**src/rtl/cp0_interrupt_unit_pkg.sv**
```systemverilog
// Shared constants and types for the CP0 interrupt unit: write-enable bit
// positions, IRQ count and the commit delay-line entry.
package cp0_interrupt_unit_pkg;

  localparam int CP0_IRQ_N      = 3;
  localparam int CP0_DATA_BIT   = 4;
  localparam int CP0_WEN_EPC    = 3;
  localparam int CP0_WEN_IRSCLR = 2;
  localparam int CP0_WEN_IE     = 1;
  localparam int CP0_WEN_IRSSET = 0;

  typedef struct packed {
    logic                    valid;
    logic [3:0]              en;
    logic [CP0_DATA_BIT-1:0] data;
  } cp0_wr_t;

  // Index of the highest set bit; 0 when the vector is empty (callers gate on |v).
  function automatic logic [1:0] top_idx(input logic [CP0_IRQ_N-1:0] v);
    top_idx = 2'd0;
    for (int i = 0; i < CP0_IRQ_N; i++) begin
      if (v[i]) top_idx = 2'(i);
    end
  endfunction

endpackage

```
**src/rtl/cp0_interrupt_unit_irq_sync_edge.sv**
```systemverilog
// One IRQ line: multi-flop synchroniser followed by a single-cycle rising-edge pulse.
module irq_sync_edge #(
  parameter int SYNC_STAGES = 2
) (
  input  logic clk,
  input  logic rst,
  input  logic irq_raw,
  output logic rise
);

  logic [SYNC_STAGES-1:0] sync;
  logic                   prev;

  always_ff @(posedge clk or posedge rst) begin
    if (rst) begin
      sync <= '0;
      prev <= 1'b0;
    end else begin
      sync <= {sync[SYNC_STAGES-2:0], irq_raw};
      prev <= sync[SYNC_STAGES-1];
    end
  end

  assign rise = sync[SYNC_STAGES-1] & ~prev;

endmodule

```
**src/rtl/cp0_interrupt_unit.sv**
```systemverilog
// CP0 interrupt state: pending latch, priority vs. in-service set, IE/EPC,
// and the issue-to-commit delay line for control-unit CP0 writes.
module cp0_interrupt_unit
  import cp0_interrupt_unit_pkg::*;
#(
  parameter int PIPE_DEPTH  = 2,
  parameter int SYNC_STAGES = 2,
  parameter int PC_W        = 32
) (
  input  logic                    clk,
  input  logic                    rst,
  input  logic [CP0_IRQ_N-1:0]    irq_in,
  input  logic                    int_ack,
  input  logic                    pipe_stall,
  input  logic [3:0]              cp0_w_en,
  input  logic [CP0_DATA_BIT-1:0] cp0_w_data,
  input  logic [PC_W-1:0]         epc_in,
  output logic                    int_req,   // "int" is a reserved word
  output logic [2:0]              ints,
  output logic [CP0_IRQ_N-1:0]    irs,
  output logic                    cp0_w_collision,
  output logic [PC_W-1:0]         epc_out,
  output logic                    ie
);

  logic [CP0_IRQ_N-1:0] edge_pulse;
  logic [CP0_IRQ_N-1:0] pending;
  logic [CP0_IRQ_N-1:0] ack_clr;
  logic [1:0]           win;
  logic [1:0]           irs_top;

  for (genvar i = 0; i < CP0_IRQ_N; i++) begin : g_sync
    irq_sync_edge #(.SYNC_STAGES(SYNC_STAGES)) u_sync (
      .clk     (clk),
      .rst     (rst),
      .irq_raw (irq_in[i]),
      .rise    (edge_pulse[i])
    );
  end

  assign win     = top_idx(pending);
  assign irs_top = top_idx(irs);
  assign int_req = ie & (|pending) & ((irs == '0) | (win > irs_top));
  assign ints    = (|pending) ? ({1'b0, win} + 3'd1) : 3'd0;

  always_comb begin
    ack_clr = '0;
    if (int_ack && (|pending)) ack_clr[win] = 1'b1;
  end

  // A new edge on the line being acked wins over the clear.
  always_ff @(posedge clk or posedge rst) begin
    if (rst) pending <= '0;
    else     pending <= (pending & ~ack_clr) | edge_pulse;
  end

  cp0_wr_t         slot     [PIPE_DEPTH];
  logic [PC_W-1:0] slot_epc [PIPE_DEPTH];

  always_ff @(posedge clk or posedge rst) begin
    if (rst) begin
      for (int k = 0; k < PIPE_DEPTH; k++) begin
        slot[k]     <= '0;
        slot_epc[k] <= '0;
      end
    end else if (!pipe_stall) begin
      slot[0]     <= '{valid: (cp0_w_en != 4'd0), en: cp0_w_en, data: cp0_w_data};
      slot_epc[0] <= epc_in;
      for (int k = 1; k < PIPE_DEPTH; k++) begin
        slot[k]     <= slot[k-1];
        slot_epc[k] <= slot_epc[k-1];
      end
    end
  end

  always_comb begin
    cp0_w_collision = 1'b0;
    for (int k = 0; k < PIPE_DEPTH; k++) cp0_w_collision = cp0_w_collision | slot[k].valid;
  end

  cp0_wr_t              cw;
  logic                 commit;
  logic [CP0_IRQ_N-1:0] irs_nxt;

  assign cw     = slot[PIPE_DEPTH-1];
  assign commit = cw.valid & ~pipe_stall;

  // Clear is applied before set so one entry can replace the whole mask.
  always_comb begin
    irs_nxt = irs;
    if (cw.en[CP0_WEN_IRSCLR]) irs_nxt = irs_nxt & cw.data[3:1];
    if (cw.en[CP0_WEN_IRSSET]) irs_nxt = irs_nxt | cw.data[3:1];
  end

  always_ff @(posedge clk or posedge rst) begin
    if (rst) begin
      irs     <= '0;
      ie      <= 1'b1;
      epc_out <= '0;
    end else if (commit) begin
      irs <= irs_nxt;
      if (cw.en[CP0_WEN_IE])  ie      <= cw.data[0];
      if (cw.en[CP0_WEN_EPC]) epc_out <= slot_epc[PIPE_DEPTH-1];
    end
  end

endmodule

```
**config.mk**
```make
export PLATFORM = sky130hd
export DESIGN_NAME = cp0_interrupt_unit
export DESIGN_NICKNAME = d
export VERILOG_FILES = /design/src/rtl/cp0_interrupt_unit_pkg.sv /design/src/rtl/cp0_interrupt_unit_irq_sync_edge.sv /design/src/rtl/cp0_interrupt_unit.sv
export SDC_FILE = /design/constraint.sdc
export NUM_CORES = 1
export LEC_CHECK = 0
export ABC_AREA = 1
export CORE_UTILIZATION = 50
export CTS_CLUSTER_DIAMETER = 30
export CTS_CLUSTER_SIZE = 25
export DETAILED_ROUTE_END_ITERATION = 6
export GPL_ROUTABILITY_DRIVEN = 1
export GPL_TIMING_DRIVEN = 0
export PLACE_DENSITY = 0.73
export SKIP_CTS_REPAIR_TIMING = 1
export SLEW_MARGIN = 40
export SYNTH_ARGS = -nofsm -noshare
export SYNTH_HDL_FRONTEND = slang
export SYNTH_HIERARCHICAL = 1
export SYNTH_SLANG_ARGS = --single-unit
export TNS_END_PERCENT = 5
```
**constraint.sdc**
```tcl
create_clock -name clk -period 7.8 [get_ports clk]
set_clock_uncertainty 0.05 [all_clocks]
set_input_delay 1.17 -clock clk [delete_from_list [all_inputs] [get_ports clk]]
set_output_delay 1.17 -clock clk [all_outputs]
set_load 0.02 [all_outputs]
```
* After elaboration in Yosys (flattened, before gate mapping)
Index checks and enable logic that the tools add are counted.
** Word-level totals
- Flip-flop bits (word level) :: 130
- Input port bits :: 47
** Operators by class
- Order comparisons :: 3
- Add/sub/neg operators :: 1
- Reductions and logical operators :: 7
- Mux-type cells :: 10
- Bitwise logic cells :: 17
** Operators by type and width (number)
- $mux 3 :: 4
- $and 1x1->1 :: 6
- $and 3x3->3 :: 2
- $or 3x3->3 :: 2
- $mux 2 :: 2
- $not 1->1 :: 4
- $reduce_and 2->1 :: 2
- $reduce_bool 4->1 :: 1
- $add 2x1->3 const B :: 1
- $logic_not 3->1 :: 1
- $lt 2x3->1 const B :: 1
- $mux 1 :: 3
- $not 3->3 :: 1
- $reduce_or 3->1 :: 1
- $demux 1 s2 :: 1
- $ge 2x1->1 const B :: 1
- $gt 2x2->1 :: 1
- $logic_and 1x1->1 :: 2
- $or 1x1->1 :: 2

* Longest topological paths before layout
Gate-level depths: netlist (run 1).
- Word-level depth :: 10
- Mapped depth :: 8
- Mapped depth without buffers :: 8

* By module
Netlist (run 1), hierarchy kept.
** By module, submodules not included
- cp0_interrupt_unit :: cells an instance 544, seq. area each 3029.2 sq um, area an instance 4804.6 sq um, times used 1
- irq_sync_edge :: cells an instance 6, seq. area each 75.1 sq um, area an instance 88.8 sq um, times used 3

* Worst setup path after synthesis (run 1)
OpenSTA, ideal clock, no wires.
- Path type :: register to output
- Start :: register irs[2]
- End :: output int_req
- Slack :: 5.266 ns
- Stages on the path, launching flop included :: 7
- Arrival time :: 1.314 ns
- Path through :: dfrtp_1 > inv_1 > ha_1 > nand2_1 > nand2_1 > nand2_1 > a21oi_1
** On the way
- Word-level cells in the longest chain between the ends :: 4
- Elaborated cells between the ends (all ways) :: 5
- Classes of those cells :: order compare (1); mux (1); bitwise (2); reduce/logical (1)
** RTL lines
- start: declaration :: line cp0_interrupt_unit.sv:20 : output logic [CP0_IRQ_N-1:0] irs,
- start signal: assignment :: line cp0_interrupt_unit.sv:101 : irs <= irs_nxt;
- $mux 2 :: line cp0_interrupt_unit_pkg.sv:22 : if (v[i]) top_idx = 2'(i);
- $gt 2x2->1 :: line cp0_interrupt_unit.sv:43 : assign int_req = ie & (|pending) & ((irs == '0) | (win > irs_top));
- $or 1x1->1 (*) :: line cp0_interrupt_unit.sv:43
- $and 1x1->1 (*) :: line cp0_interrupt_unit.sv:43
- end: declaration :: line cp0_interrupt_unit.sv:18 : output logic int_req, // "int" is a reserved word
Every way passes the cells marked *; elsewhere a longest branch is shown, timed or not.

* Final worst setup path (run 1)
- Start :: register pending[2]
- End :: output int_req
** On the way
- Word-level cells in the longest chain between the ends :: 4
- Elaborated cells between the ends (all ways) :: 6
- Classes of those cells :: order compare (1); mux (1); bitwise (3); reduce/logical (1)
** RTL lines
- start: declaration :: line cp0_interrupt_unit.sv:27 : logic [CP0_IRQ_N-1:0] pending;
- start signal: assignment :: line cp0_interrupt_unit.sv:54 : else pending <= (pending & ~ack_clr) | edge_pulse;
- $mux 2 :: line cp0_interrupt_unit_pkg.sv:22
- $gt 2x2->1 :: line cp0_interrupt_unit.sv:43
- $or 1x1->1 :: line cp0_interrupt_unit.sv:43
- $and 1x1->1 (*) :: line cp0_interrupt_unit.sv:43
Marks and branches as above.

==> summary.md, run 1 <==
| Metric | Value |
|---|---|
| Drc violations | `0` |
| Synth area leader | `dfrtp_1` |
| Io pins | `88` |
| Die H | `102.7 um` |
| Layout cells sized above 1 | `10.00%` |
| Flop pwr share | `a little over two fifths` |
| CP startpoint | `pending[2]` |
| Worst path required time | `between 6 and 7 ns` |
| Initial core utilization | `about half` |
| Setup crit end | `int_req` |
| Core Region | `between 0.009 and 0.01 mm^2` |
| Post-layout util | `between 60 and 70%` |
| Unrepaired setup endpoints after global routing | `no` |
| GRT overflow | `0` |
| Antenna Nets Post-Route | `0` |
| Syn Area/Cell | `about 9 um^2` |
| Hold slack | `between 0.3 and 0.4 ns` |
| P_int | `roughly 1.4 mW` |
| Area of the multi-input gates | `roughly 0.0015 mm^2` |
| Clock Power Share | `38.5%` |
| Via/cell ratio | `about 4.8` |
| Net Count, Synth | `between 600 and 700` |
| Ant diodes | `0` |
| Leak | `3.502 nW` |
| Status | `completed` |
| Max-cap viol count | `0` |
| Sw Pwr | `approximately 0.55 mW` |
| Final wirelength | `between 10 and 15 mm` |
| Crit-path max FO | `4` |
| Logic gate share of total power | `between 10% and 20%` |
| Total track usage | `between 20% and 30%` |
| Final Power | `just under 2 mW` |
| Distinct cell type count after synthesis | `21` |
| Final Instance Area | `approximately 0.0067 mm^2` |
| CTS root buf | `clkbuf_8` |
| Pre-CTS setup slack | `between 4 and 5 ns` |
| Worst-path clk slew | `approximately 0.060 ns` |
| Synth warnings | `6` |
| Hold crit path type | `register to register` |
| Initial antenna violation count | `0` |
| RR Endpoint | `epc_out[0]` |
| Startpoint types | `register` |
| Tcrit/Tclk final | `43.79%` |
| Largest net degree at the start of global routing | `76` |
| # port buffers | `85` |
| Die Area | `between 0.01 and 0.015 mm^2` |
| F_max | `slightly below 0.3 GHz` |
| Post-Place Cells | `781` |
| Stages on worst setup path | `7` |
| Most used cell, CP | `nand2_1` |
| GP Congestion | `approximately 0.74` |
| Slew Limit Fails | `0` |
| Worst EP arrival | `2.20 ns` |
| Critical path's largest stage delay | `between 0.6 and 0.7 ns` |
| Switching Share | `between 20% and 30%` |
| Clock sink total | `130` |
| Fin crit period | `~3.4 ns` |
| First-pass GRT wire length | `17.20 mm` |
| Cell count after synthesis | `about 560` |
| Flop2flop setup slack | `between 6 and 7 ns` |
| CP endpoint kind | `output port` |
| Final HPWL DP | `between 7 and 8 mm` |
| Worst r2r path cells | `5` |
| Crit path max-delay cell type | `clkdlybuf4s50_1` |
| Crit path max-delay family | `buffers and inverters` |
| P&R area growth vs syn | `32.05%` |
| Cts bufs inserted | `17` |
| Reg2Reg Launch Point | `cw[7]` |
| Synth Cell Area | `between 0.005 and 0.006 mm^2` |
| Filler Cell Count | `between 800 and 900` |
| Critical Path, Cell by Cell | `inv_1, nand2_1, ha_1, nand2_1, nand2_1, a21oi_1, clkdlybuf4s50_1` |
| Storage element area | `between 0.003 and 0.004 mm^2` |
| Setup TNS | `0 ns` |
| Worst-Skew Late Latency | `between 0.5 and 0.6 ns` |
| Vias in the first global route | `3689` |
| Wire per inst | `about 13 um` |
| Bufs and invs on worst path | `2` |
| Fin. Hold Viols | `0` |
| Routed vias | `between 3k and 4k` |
| DR iter-0 viols | `approximately 160` |
| Power per cell area | `between 200 and 300 mW/mm^2` |
| Die X | `slightly above 100 um` |
| Final-stage net count | `roughly 720` |
| Top cells by area, synth | `dfrtp_1 (64%), nand2_1 (24%), nand3_1 (3.3%), inv_1 (1.4%), buf_4 (1.3%)` |
| Pre-Repair DR Iteration Count | `4` |
| Total number of H-tree levels | `4` |
| Clk buf depth | `2` |
| Setup violators final | `0` |
| Post-DP Area | `about 0.0061 mm^2` |
| CTS tree | `done` |
| Sequential share of the synthesized area | `~64%` |
| Setup CP Type | `register to output port` |
| Fin worst setup slack | `~4.4 ns` |
| FF+latch count, synth | `130` |
| Worst vdd ir | `around 0.00013 V` |
| Share of the synthesized area in the top cell type | `a little under two thirds` |
| Non-Filler Instances | `around 810` |
| Std cell rows | `36` |
cell usage in the layout (no fill, tap or decap), drive strengths merged, types with 2 or more instances in the layout:
master / n
dfrtp: 129
o21ai: 6
ha: 2
nand2: 319
nand3: 33
a21oi: 3
inv: 24
o21bai: 2
clkbuf: 20
nor2: 10
clkinv: 7
clkinvlp: 3
clkdlybuf4s50: 85
buf: 28
bufinv: 2
nand3b: 3
cells in the mapped netlist (all sizes together):
library cell  number
nand3             33
nand2            319
a21oi              3
dfstp              1
dfrtp            129
o21ai              6
nand3b             3
nor2              10
ha                 2
buf               27
inv               21
and3               1
o21bai             2
clkbuf             3
nor3               1
conb               1
registers in the layout, summed over array words and instances, names as in the netlist:
register and cells:
slot 9, g_sync.u_sync/sync 6, irs 3, g_sync.u_sync/prev 3, cw 9, ie 1
slot_epc 64, epc_out 32, pending 3
area by class of cell:
type                            count  share of cell area, %
Clock inverter                     15                  2.373
Inverter                           21                  1.289
Sequential cell                   130                  48.60
Tap cell                          133                  2.485
Buffer                             30                  2.990
Timing Repair Buffer               86                  13.12
Clock buffer                       17                  6.185
Multi-Input combinational cell    381                  22.96
cell families (layout without fill, tap and decap cells):
group,count (synthesis),count (layout),share of synthesized area (%)
compound gates,11,11,1.184
buf+inv,51,169,5.502
fa+ha+maj,2,2,0.4934
flops,130,130,64.17
simple gates,367,367,28.57
other cells,1,1,0.07395
worst register-to-register path, cell delays in order, from the launching register on:
cell and delay [ns]:
dfrtp_1 0.35, buf_2 0.17, nand2_1 0.22, buf_2 0.28, nand2_1 0.09, nand2_1 0.06
power groups by stage:
stage / combinational (mW) / clock [mW] / sequential [mW]
2_1_floorplan: 0.137 / 0 / 0.894
3_3_place_gp: 0.357 / 0 / 0.837
3_5_place_dp: 0.369 / 0 / 0.842
4_1_cts: 0.371 / 0.762 / 0.831
5_1_grt: 0.407 / 0.790 / 0.842
6_report: 0.366 / 0.750 / 0.831
per-layer routing:
metal,share of wire [%],up-vias,track usage [%]
met4,0.41,0,7.692
met1,45,1847,28.83
met3,4.4,6,5.966
met5,0,-,0
met2,50,107,34.92
li1,-,1931,-
worst min path at each step:
stage / start / endpoint / cells after the start
detailed placement: g_sync[2].u_sync/sync[0] / g_sync[2].u_sync/sync[1] / 0
CTS: g_sync[2].u_sync/sync[0] / g_sync[2].u_sync/sync[1] / 0
global route: g_sync[0].u_sync/sync[0] / g_sync[0].u_sync/sync[1] / 0
floorplan: g_sync[0].u_sync/sync[0] / g_sync[0].u_sync/sync[1] / 0
finish: g_sync[2].u_sync/sync[0] / g_sync[2].u_sync/sync[1] / 0
global placement: g_sync[2].u_sync/sync[0] / g_sync[2].u_sync/sync[1] / 0
No activity file was read; power rests on OpenSTA's default activity.
==> run 2, diff against run 1 <==
--- a/config.mk
+++ b/config.mk
@@ -6,13 +6,13 @@
 export NUM_CORES = 1
 export LEC_CHECK = 0
 export ABC_AREA = 1
-export CORE_UTILIZATION = 50
+export CORE_UTILIZATION = 47
 export CTS_CLUSTER_DIAMETER = 30
 export CTS_CLUSTER_SIZE = 25
 export DETAILED_ROUTE_END_ITERATION = 6
 export GPL_ROUTABILITY_DRIVEN = 1
 export GPL_TIMING_DRIVEN = 0
-export PLACE_DENSITY = 0.73
+export PLACE_DENSITY = 0.72
 export SKIP_CTS_REPAIR_TIMING = 1
 export SLEW_MARGIN = 40
 export SYNTH_ARGS = -nofsm -noshare
==> constraint.sdc (replaced) <==
create_clock -name clk -period 3 [get_ports clk]
set_clock_uncertainty 0.05 [all_clocks]
set_input_delay 0.45 -clock clk [delete_from_list [all_inputs] [get_ports clk]]
set_output_delay 0.45 -clock clk [all_outputs]
set_load 0.02 [all_outputs]
==> run 2 against run 1 <==
Global-route usage fell by 1.0 points. Setup slack worse by 4.2 ns. Via count is 0.67% higher. Cell count grew 0.86%. Worst hold slack got worse by 0.12 ns. Critical path depth unchanged.
==> summary.md, run 2 (same netlist as run 1, synthesis figures left out) <==
| Metric | Value |
|---|---|
| Worst-Margin Slew | `0.5251 ns` |
| Largest Register | `slot_epc` |
| Total track usage | `20.84% (-1.0 points)` |
| Top flop regs | `slot_epc: 64 flops, epc_out: 32 flops` |
| Pre-Repair DR Iteration Count | `4 (unchanged)` |
| Critical path's largest stage delay | `0.64 ns (+0.03 ns)` |
| Non-Filler Instances | `820 (+0.86%)` |
| Fin. Hold Viols | `0 (unchanged)` |
| Worst-Skew Late Latency | `0.51 ns (about the same)` |
| Ant diodes | `0 (unchanged)` |
| Bufs and invs on worst path | `2 (unchanged)` |
| Final HPWL DP | `7.691 mm (+8.0%)` |
| Fin worst setup slack | `0.2274 ns (-4.157 ns)` |
| Worst EP arrival | `2.27 ns (+0.07 ns)` |
| Power per cell area | `757.0 mW/mm^2 (+160%)` |
| Setup CP Type | `register to output port` |
| First-pass GRT wire length | `17.93 mm (+4.2%)` |
| Clk buf depth | `2 (unchanged)` |
| Startpoint types | `register` |
| CP endpoint kind | `output port` |
| Drc violations | `0 (unchanged)` |
| Fin crit period | `between 2 and 3 ns` |
| Worst r2r path cells | `4 (-1)` |
| CTS root buf | `clkbuf_8` |
| GRT overflow | `0 (unchanged)` |
| Most frequent cells in the layout | `nand2_1 (319), dfrtp_1 (129), clkdlybuf4s50_1 (85)` |
| Critical Path, Cell by Cell | `inv_1, nand2_1, ha_1, nand2_1, nand2_1, a21oi_1, clkdlybuf4s50_1` |
| Flop2flop setup slack | `1.69 ns (-4.83 ns)` |
| Worst vdd ir | `0.0004510 V (+240%)` |
| Max Used Layer | `met4` |
| CTS tree | `done` |
| DR iter-0 viols | `197 (+20%)` |
| Met1 wire length | `4.758 mm (+1.3%)` |
| Final wirelength | `10.76 mm (+3.6%)` |
| RR Endpoint | `epc_out[12]` |
| Final Power | `5.144 mW (+160%)` |
| Crit path max-delay family | `buffers and inverters` |
| Antenna Nets Post-Route | `0 (unchanged)` |
| Slew Limit Fails | `0 (unchanged)` |
| Filler Cell Count | `849 (+2.8%)` |
| Post-DP Area | `0.006211 mm^2 (+1.4%)` |
| Crit path max-delay cell type | `clkdlybuf4s50_1` |
| Tcrit/Tclk final | `just over 90%` |
| Max FFs per register | `64 (unchanged)` |
| WL met3 | `591 um (+29%)` |
| Worst-path clk slew | `0.06 ns (about the same)` |
| Setup violators final | `0 (unchanged)` |
| Vias in the first global route | `3910 (+6.0%)` |
| Layout cells sized above 1 | `10.23% (+0.23 points)` |
| Via/cell ratio | `4.777 (-0.19%)` |
| # port buffers | `85 (unchanged)` |
| Hold crit path type | `primary input to asynchronous set/reset pin` |
| Reg2Reg Launch Point | `cw[7]` |
| Die X | `105.9 um (+3.1%)` |
| Die H | `105.9 um (+3.1%)` |
| Commonest non-fill, non-tap cell in the layout | `nand2_1` |
| Post-layout util | `65.53% (-2.7 points)` |
| Initial antenna violation count | `0 (unchanged)` |
| Cts bufs inserted | `17 (unchanged)` |
| Most used cell, CP | `nand2_1` |
| Die Area | `0.01121 mm^2 (+6.3%)` |
| Final Instance Area | `0.006795 mm^2 (+1.5%)` |
| Area of the multi-input gates | `0.001538 mm^2 (unchanged)` |
| Worst path required time | `2.50 ns (-4.08 ns)` |
| Initial core utilization | `48.90% (-2.7 points)` |
| Unrepaired setup endpoints after global routing | `no` |
| GP Congestion | `0.7441 (+0.18%)` |
| F_max | `0.3607 GHz` |
| Std cell rows | `37 (+2.8%)` |
| Met2 Wirelength | `5.351 mm (+3.2%)` |
| Final-stage net count | `720 (+0.56%)` |
| Setup TNS | `0 ns (unchanged)` |
| Storage element area | `0.003254 mm^2 (unchanged)` |
| Largest net degree at the start of global routing | `27 (-64%)` |
| P&R area growth vs syn | `34.00%` |
| Status | `completed` |
| Core Region | `0.01037 mm^2 (+5.6%)` |
| Wire per inst | `13.12 um (+2.8%)` |
| Pre-CTS setup slack | `0.7772 ns (-4.126 ns)` |
| Max_slew headroom | `64.99%` |
| Max-cap viol count | `0 (unchanged)` |
| Routed vias | `3917 (+0.67%)` |
| Clock sink total | `130 (unchanged)` |
| Io pins | `88 (unchanged)` |
| Total number of H-tree levels | `4 (unchanged)` |
| Hold slack | `0.1822 ns (-0.1239 ns)` |
| Crit-path max FO | `4 (unchanged)` |
| Leak | `3.540 nW (+1.1%)` |
| Post-Place Cells | `788 (+0.90%)` |
==> run 2: worst max path at each step <==
stage	from	to	slack (ns)	depth (start not counted)
after global placement	rst	epc_out[29]	-0.1	2
after floorplan	rst	cw[0]	1.02	1
after global routing	pending[2]	int_req	0.13	9
after detailed placement	pending[2]	int_req	0.78	7
final	pending[2]	int_req	0.23	7
after CTS	pending[2]	int_req	0.23	7
==> run 2: report_power, final <==
group          switching [mW]  total (mW)  internal (mW)  leakage, nW
Sequential              0.151        2.16           2.01         1.61
Combinational           0.520       0.971          0.451         1.65
Clock                   0.747        2.01           1.27        0.278
==> run 2: cell type report <==
type	instances	share of cell area (%)
Sequential cell	130	47.89
Multi-Input combinational cell	381	22.63
Timing Repair Buffer	90	14.21
Clock buffer	19	6.205
Buffer	30	2.946
Tap cell	136	2.504
Clock inverter	13	2.394
Inverter	21	1.215
==> run 2: metal layers <==
layer,global-route usage (%),vias up
li1,-,1935
met1,26.22,1876
met2,35.01,102
met3,5.009,4
met4,7.639,0
met5,0,-
==> run 2: worst reg2reg max path, stage by stage, from the launching register on <==
cell	delay, ns
dfrtp_1	0.31
buf_2	0.17
clkbuf_1	0.44
nand3_1	0.18
nand2_1	0.10
